===== src/rtl/adc_serial_master_fsync_gen.sv =====
// Frame-sync master ADC serial source: sck/fsync/dout for NCH channels of DW-bit samples, daisy-chain or parallel lanes.
// Outputs are registered; a frame always runs to completion once started, and en only decides whether another follows.
module adc_serial_master_fsync_gen #(
    parameter int DW        = 24,
    parameter int NCH       = 1,
    parameter int SCK_DIV   = 2,
    parameter int FRAME_SCK = 32,
    parameter int DOUT_MODE = 0,
    localparam int NL       = (DOUT_MODE != 0) ? NCH : 1
) (
    input  logic              aclk,
    input  logic              areset,
    input  logic              en,
    input  logic [NCH*DW-1:0] ch_data,
    input  logic              data_valid,
    output logic              sck,
    output logic              fsync,
    output logic [NL-1:0]     dout,
    output logic              sample_tick,
    output logic              stale,
    output logic              busy,
    output logic [15:0]       frame_cnt
);
    localparam int HCW = (SCK_DIV > 1) ? $clog2(SCK_DIV) : 1;
    localparam int BCW = (FRAME_SCK > 1) ? $clog2(FRAME_SCK) : 1;
    localparam int IW  = (NCH * DW > 1) ? $clog2(NCH * DW) : 1;

    generate
        if (NCH < 1 || NCH > 8 || DW < 1 || SCK_DIV < 1 ||
            (DOUT_MODE != 0 && DOUT_MODE != 1) ||
            (DOUT_MODE == 0 && FRAME_SCK < NCH * DW) ||
            (DOUT_MODE == 1 && FRAME_SCK < DW)) begin : g_bad_param
            $error("adc_serial_master_fsync_gen: illegal parameter combination");
        end
    endgenerate

    typedef enum logic [1:0] {S_IDLE, S_RUN, S_STOP} state_t;

    state_t            state, state_nx;
    logic [HCW-1:0]    hc, hc_nx;
    logic [BCW-1:0]    bc, bc_nx;
    logic [NCH*DW-1:0] lat, lat_nx;
    logic [NCH*DW-1:0] src;
    logic [NL-1:0]     dout_nx;
    logic [15:0]       cnt_nx;
    logic              sck_nx, fsync_nx, tick_nx, stale_nx;
    logic              half_end, start;

    // Serial bit n of the frame on every lane; bits past the payload are 0.
    function automatic logic [NL-1:0] bits_at(input logic [NCH*DW-1:0] w, input int n);
        logic [NL-1:0] r;
        logic [IW-1:0] idx;
        r   = '0;
        idx = '0;
        if (DOUT_MODE == 0) begin
            if (n < NCH * DW) begin
                idx  = IW'((n / DW) * DW + DW - 1 - (n % DW));
                r[0] = w[idx];
            end
        end else begin
            for (int k = 0; k < NL; k++) begin
                if (n < DW) begin
                    idx  = IW'(k * DW + DW - 1 - n);
                    r[k] = w[idx];
                end
            end
        end
        return r;
    endfunction

    always_comb begin
        state_nx = state;
        hc_nx    = hc;
        bc_nx    = bc;
        lat_nx   = lat;
        sck_nx   = sck;
        fsync_nx = fsync;
        dout_nx  = dout;
        tick_nx  = 1'b0;
        stale_nx = stale;
        cnt_nx   = frame_cnt;
        start    = 1'b0;
        half_end = (hc == HCW'(SCK_DIV - 1));
        src      = data_valid ? ch_data : lat;

        case (state)
            S_IDLE: begin
                if (en) start = 1'b1;
            end
            default: begin
                state_nx = en ? S_RUN : S_STOP;
                hc_nx    = half_end ? '0 : hc + 1'b1;
                if (half_end) begin
                    sck_nx = ~sck;
                    if (sck) begin
                        // Falling edge: advance the bit; the receiver samples on the next rise.
                        fsync_nx = 1'b0;
                        bc_nx    = bc + 1'b1;
                        dout_nx  = bits_at(lat, int'(bc) + 1);
                        if (bc == BCW'(FRAME_SCK - 1)) begin
                            if (en) begin
                                start = 1'b1;
                            end else begin
                                state_nx = S_IDLE;
                                sck_nx   = 1'b0;
                                dout_nx  = '0;
                                bc_nx    = '0;
                                hc_nx    = '0;
                            end
                        end
                    end
                end
            end
        endcase

        if (start) begin
            state_nx = S_RUN;
            hc_nx    = '0;
            bc_nx    = '0;
            sck_nx   = 1'b0;
            fsync_nx = 1'b1;
            tick_nx  = 1'b1;
            cnt_nx   = frame_cnt + 16'd1;
            lat_nx   = src;
            stale_nx = stale | ~data_valid;
            dout_nx  = bits_at(src, 0);
        end
    end

    always_ff @(posedge aclk) begin
        if (areset) begin
            state       <= S_IDLE;
            hc          <= '0;
            bc          <= '0;
            lat         <= '0;
            sck         <= 1'b0;
            fsync       <= 1'b0;
            dout        <= '0;
            sample_tick <= 1'b0;
            stale       <= 1'b0;
            frame_cnt   <= '0;
        end else begin
            state       <= state_nx;
            hc          <= hc_nx;
            bc          <= bc_nx;
            lat         <= lat_nx;
            sck         <= sck_nx;
            fsync       <= fsync_nx;
            dout        <= dout_nx;
            sample_tick <= tick_nx;
            stale       <= stale_nx;
            frame_cnt   <= cnt_nx;
        end
    end

    assign busy = (state != S_IDLE);

endmodule


===== config.mk =====
export PLATFORM = sky130hd
export DESIGN_NAME = adc_serial_master_fsync_gen
export DESIGN_NICKNAME = d
export VERILOG_FILES = /design/src/rtl/adc_serial_master_fsync_gen.sv
export SDC_FILE = /design/constraint.sdc
export NUM_CORES = 1
export LEC_CHECK = 0
export BUFFER_PORTS_ARGS = -buffer_cell sky130_fd_sc_hd__buf_2
export CORE_MARGIN = 4
export CORE_UTILIZATION = 45
export DETAILED_ROUTE_END_ITERATION = 10
export PLACE_DENSITY = 0.73
export SYNTH_ARGS = -nofsm -noshare
export SYNTH_HDL_FRONTEND = slang
export SYNTH_SLANG_ARGS = --single-unit
export TNS_END_PERCENT = 100

===== constraint.sdc =====
create_clock -name aclk -period 2.2 [get_ports aclk]
set_input_delay 0.11 -clock aclk [delete_from_list [all_inputs] [get_ports aclk]]
set_output_delay 0.11 -clock aclk [all_outputs]
set_load 0.05 [all_outputs]

# Word-level counts from Yosys, hierarchy flattened
# Cells that the tools add are included.
# classes
magnitude_cmp,2
reduce_logical,9
eq_ne,2
n_div,2
mul,1
bitwise_logic,4
n_mux,37
addsub,7
# ops
cell,n
32-bit by 6-bit divider with 32-bit output (second input constant),1
32-bit by 6-bit remainder unit with 32-bit output (second input constant),1
32-bit by 3-bit multiplier with 2-bit output (second input constant),1
1-bit 2-to-1 mux,28
24-bit 2-to-1 mux,1
16-bit by 1-bit adder with 16-bit output (second input constant),1
2-bit 2-to-1 mux,5
5-bit 2-to-1 mux,2
5-bit by 1-bit adder with 6-bit output (second input constant),1
5-bit by 6-bit less-than comparator with 1-bit output (second input constant),1
6-bit by 5-bit less-than comparator with 1-bit output (second input constant),1
3-bit AND reduction,2
2-bit nonzero test,3
5-bit by 1-bit adder with 5-bit output (second input constant),1
5-bit by 4-bit adder with 5-bit output (second input constant),1
1-bit binary-select mux with 5-bit select,1
5-bit == test (second input constant),1
5-bit by 2-bit subtractor with 5-bit output (second input constant),1
5-bit subtractor,1
2-bit AND reduction,2
1-bit NOT,3
2-bit zero test,1
2-bit inequality test (second input constant),1
2-bit OR reduction,1
2 further kinds,2
# totals
output_inout_bits,22
in_bits,28
elab_cells,76
reg_bits,53

# Longest topological paths before layout
# depth
ltp_word,15
depth_mapped,10
mapped_depth_nobuf,8

# Least setup slack after synthesis
# No wires, ideal clock.
# synth_timing
kind,register to register
from,register bc[0]
to,register lat[22]
path_buffers,2
setup_time_ps,71
period_less_slack_ps,2214
slack_ps,-14
arrival_time_ps,2143
required_time_ps,2129
path_stages_with_launch,11
path_cell_list,dfxtp_1 > ha_1 > and3_2 > ha_1 > and3_1 > o21a_1 > buf_2 > nand2_1 > clkbuf_1 > nand2_1 > a21oi_1
# synth_between
elab_chain_cells,6
# synth_lines
item,line,source
from (decl),41,"logic [BCW-1:0] bc, bc_nx;"
from (signal assigned),145,bc <= bc_nx;
5-bit == test,100,if (bc == BCW'(FRAME_SCK - 1)) begin
1-bit 2-to-1 mux,100,
1-bit 2-to-1 mux,95,if (sck) begin
1-bit 2-to-1 mux,93,if (half_end) begin
1-bit 2-to-1 mux,86,case (state)
2-bit AND reduction (no source line),n/a,
to (signal assigned),146,lat <= lat_nx;
to (decl),42,"logic [NCH*DW-1:0] lat, lat_nx;"
# No other way between the ends.
# A chain may end at the register's enable or synchronous reset.

# Worst setup path in the final report
# layout_timing
from,register bc[1]
to,register dout
# layout_between
elab_chain_cells,15
elab_cells_between_ends,26
cone_classes,add/sub: 4; mul: 1; div: 2; order compare: 1; eq/ne: 2; mux: 13; reduce/logical: 3
# layout_lines
item,line,source
5-bit by 1-bit adder with 6-bit output,99,"dout_nx = bits_at(lat, int'(bc) + 1);"
32-bit by 6-bit divider with 32-bit output,57,idx = IW'((n / DW) * DW + DW - 1 - (n % DW));
32-bit by 3-bit multiplier with 2-bit output,57,
5-bit by 4-bit adder with 5-bit output,57,
5-bit by 2-bit subtractor with 5-bit output,57,
5-bit subtractor,57,
1-bit binary-select mux with 5-bit select,58,r[0] = w[idx];
1-bit 2-to-1 mux (not written as such),58,
1-bit 2-to-1 mux,56,if (n < NCH * DW) begin
1-bit 2-to-1 mux,101,if (en) begin
1-bit 2-to-1 mux,100,
1-bit 2-to-1 mux,95,
1-bit 2-to-1 mux,93,
1-bit 2-to-1 mux,86,
1-bit 2-to-1 mux,116,if (start) begin
to (signal assigned),149,dout <= dout_nx;
to (decl),18,"output logic [NL-1:0] dout,"
# Parallel ways exist; a longest one is shown, timed or not. The select of a mux whose other input is x is not followed.

==> flow_summary.json <==
{
  "dr_wl_met2_um": 2420,
  "cts_tree": "built",
  "wl_um": 5190,
  "synth_top_area_cell": "dfxtp_1",
  "wire_per_inst_um": 12.9,
  "antenna_found_initial": 0,
  "sw_frac_of_total_pct": 22.9,
  "root_buffer": "clkbuf_8",
  "clk_path_buf_depth": 2,
  "layout_commonest_cell": "nand2_1",
  "cellLeakagePower_nw": 1.18,
  "clk_pin_slew_ns": 0.09,
  "ys_seq_area_share_pct": 44.7,
  "rows": 26,
  "diodes": 0,
  "syn_area_sq_mm": 0.00237,
  "hold_class": "primary input to flip-flop",
  "setup_slack_ns": 0.0983,
  "avgViaCountPerCell": 5.08,
  "m1WireLength_um": 2530,
  "fin_util_pct": 56.8,
  "path_class": "flip-flop to flip-flop",
  "finalCriticalPeriod_ns": 2.10,
  "pin_count": 50,
  "yosys.area.top_type_share_pct": 44.7,
  "synth-async-reset-ratio_pct": 0,
  "final_cell_mix": "nand2_1 (64), dfxtp_1 (52), buf_2 (49), a21oi_1 (34), nor2_1 (29)",
  "reg2reg_from": "bc[1]",
  "hold_violations": 0,
  "area_growth_pct": 22.3,
  "clock-sinks": 53,
  "setup_viol": 0,
  "drive_gt1_share_pct": 22.0,
  "crit_path_start_kind": "flip-flop",
  "drv_cap": 0,
  "syn_nets": 310,
  "grt_use_total_pct": 16.6,
  "tightest_slew_ns": 0.454,
  "placed_cell_area_sq_mm": 0.00274,
  "yosys-top-cells-area": "dfxtp_1 (45%), nand2_1 (10%), a21oi_1 (7.2%)",
  "post_synth_num_cell_types": 37,
  "dp_slack_ns": 0.0383,
  "worstPathArrival_ns": 2.30,
  "multiInputGateArea_sq_mm": 0.00125,
  "drv_slew": 0,
  "yosys_register_bits": 53,
  "required_ns": 2.39,
  "rsz0062_at_grt": "no",
  "critPathLaunch": "bc[1]",
  "core_area_sq_mm": 0.00511,
  "dr_total_vias": 2043,
  "min_period_over_period_pct": 95.5,
  "seqCellArea_sq_mm": 0.00106,
  "grt_max_degree": 45,
  "drtIter0Drc": 57,
  "status": "finished, final reports clean",
  "drt_pass1_iterations": 4,
  "die_h_um": 80.6,
  "clock_skew_ns": 0.00235,
  "yosys_warnings": 0,
  "synth_area_per_cell_sq_um": 8.53,
  "switchingPower_mw": 0.449,
  "combinationalPowerShare_pct": 9.3,
  "synth_edf_count": 0,
  "die-area_sq_mm": 0.00650,
  "met3_length_um": 192,
  "cts_max_level": 2,
  "clockPowerShare_pct": 39.3,
  "crit_path_end_kind": "flip-flop",
  "start_util_pct": 46.4,
  "seqPwrFrac_pct": 51.4,
  "relSlewSlack_pct": 68.9,
  "ant_nets": 0,
  "crit_fanout": 6,
  "dp_hpwl_um": 3710,
  "dieWidth_um": 80.6,
  "nets": 363,
  "timing.fmax_ghz": 0.476,
  "synth-main-ff-cell": "dfxtp_1",
  "drcViolationCount": 0,
  "overflow": 0,
  "min_from": "ch_data[22]",
  "powerDensity_mw_per_mm2": 677,
  "clk-insertion-delay-late_ns": 0.30,
  "p_int_mw": 1.51,
  "post_cts_buffers": 0,
  "grt_pass1_vias": 1863,
  "vdd_ir_drop_max_uv": 398,
  "routed.top_layer": "met4",
  "cts_made_buffers": 5,
  "port_buffers": 49,
  "fin_area_sq_mm": 0.00290,
  "place_congestion": 0.840,
  "grt_pass1_wl_um": 8510,
  "fin_total_pwr_mw": 1.96,
  "nFillCells": 477,
  "syn_inst": 278
}
-- kinds of logic (layout without fill, tap and decap cells) --
kind of cell             Yosys count  after routing  synth area share, %
flip-flops                        53             53                 44.7
buffers and inverters             16             70                 3.01
adder cells (fa/ha/maj)            4              4                 2.11
XOR/XNOR                          16             16                 6.22
AO/OA/AOI/OAI                     47             47                 11.1
multiplexers                      11             11                 8.81
AND/OR/NAND/NOR                  131            131                 24.0
-- routing by layer --
layer,vias to the layer above,track usage [%]
li1,1054,-
met1,951,21.8
met2,34,27.7
met3,4,3.36
met4,0,4.05
met5,-,0
-- per-stage QoR --
stage	hold slack (ns)	TNS (ns)	std cells
2_1_floorplan	0.246	-0.270	278
5_1_grt	0.0275	0	402
3_5_place_dp	0.318	0	393
6_report	0.0325	0	402
4_1_cts	0.0241	0	402
3_3_place_gp	0.326	0	393
-- worst max-delay path: stages (launching register included) --
cell	delay [ns]
dfxtp_1	0.35
ha_4	0.19
and3_2	0.21
ha_1	0.18
and3_1	0.22
o21a_2	0.24
a32oi_1	0.22
o31ai_1	0.12
o31a_1	0.26
-- repair_timing --
action,in CTS,in global routing
hold endpoints to repair,1,0
resized for setup,0,4
hold buffers,1,0
endpoints found under the setup margin,0,28
-- registers in the layout (all words and copies together), names as in the netlist --
signal / count
state: 2
stale: 1
bc: 5
half_end: 1
sample_tick: 1
dout: 1
frame_cnt: 16
fsync: 1
sck: 1
lat: 24
-- synthesized netlist by cell type, types with 2 or more instances --
library cell and number:
inv_1 2, mux4_1 6, mux2i_1 4, a21oi_1 34
nand2_1 64, xor2_1 6, nand2b_1 2, nand3_1 10
nor3_1 8, ha_1 4, nand4_1 4, dfxtp_1 53
xnor2_1 9, and2_1 3, nor2_1 29, o21ai_0 4
clkbuf_1 11, or3_1 2, a22oi_1 2, nor2b_1 3
and3_1 2
-- path summary, 6_finish.rpt --
path,slack [ns],cells after the start,endpoint
worst max-delay path,0.1,8,dout
worst min-delay path,0.03,3,lat[22]
worst max register to register,0.1,8,dout
worst min register to register,0.46,2,lat[6]
-- layout make-up --
type | instances | share of cell area (%)
Multi-Input combinational cell | 209 | 43.2
Sequential cell | 53 | 36.6
Timing Repair Buffer | 60 | 12.3
Tap cell | 70 | 3.02
Clock buffer | 5 | 2.37
Clock inverter | 3 | 2.24
Inverter | 2 | 0.259
-- power by group through the flow --
| stage | clock (mW) | sequential [mW] | combinational (mW) |
|---|---|---|---|
| CTS | 0.786 | 1.01 | 0.184 |
| global route | 0.819 | 1.01 | 0.202 |
| finish | 0.771 | 1.01 | 0.183 |
| global placement | 0 | 1.03 | 0.179 |
| floorplan | 0 | 1.05 | 0.0933 |
| detailed placement | 0 | 1.03 | 0.182 |
No activity file was read; power rests on OpenSTA's default activity.
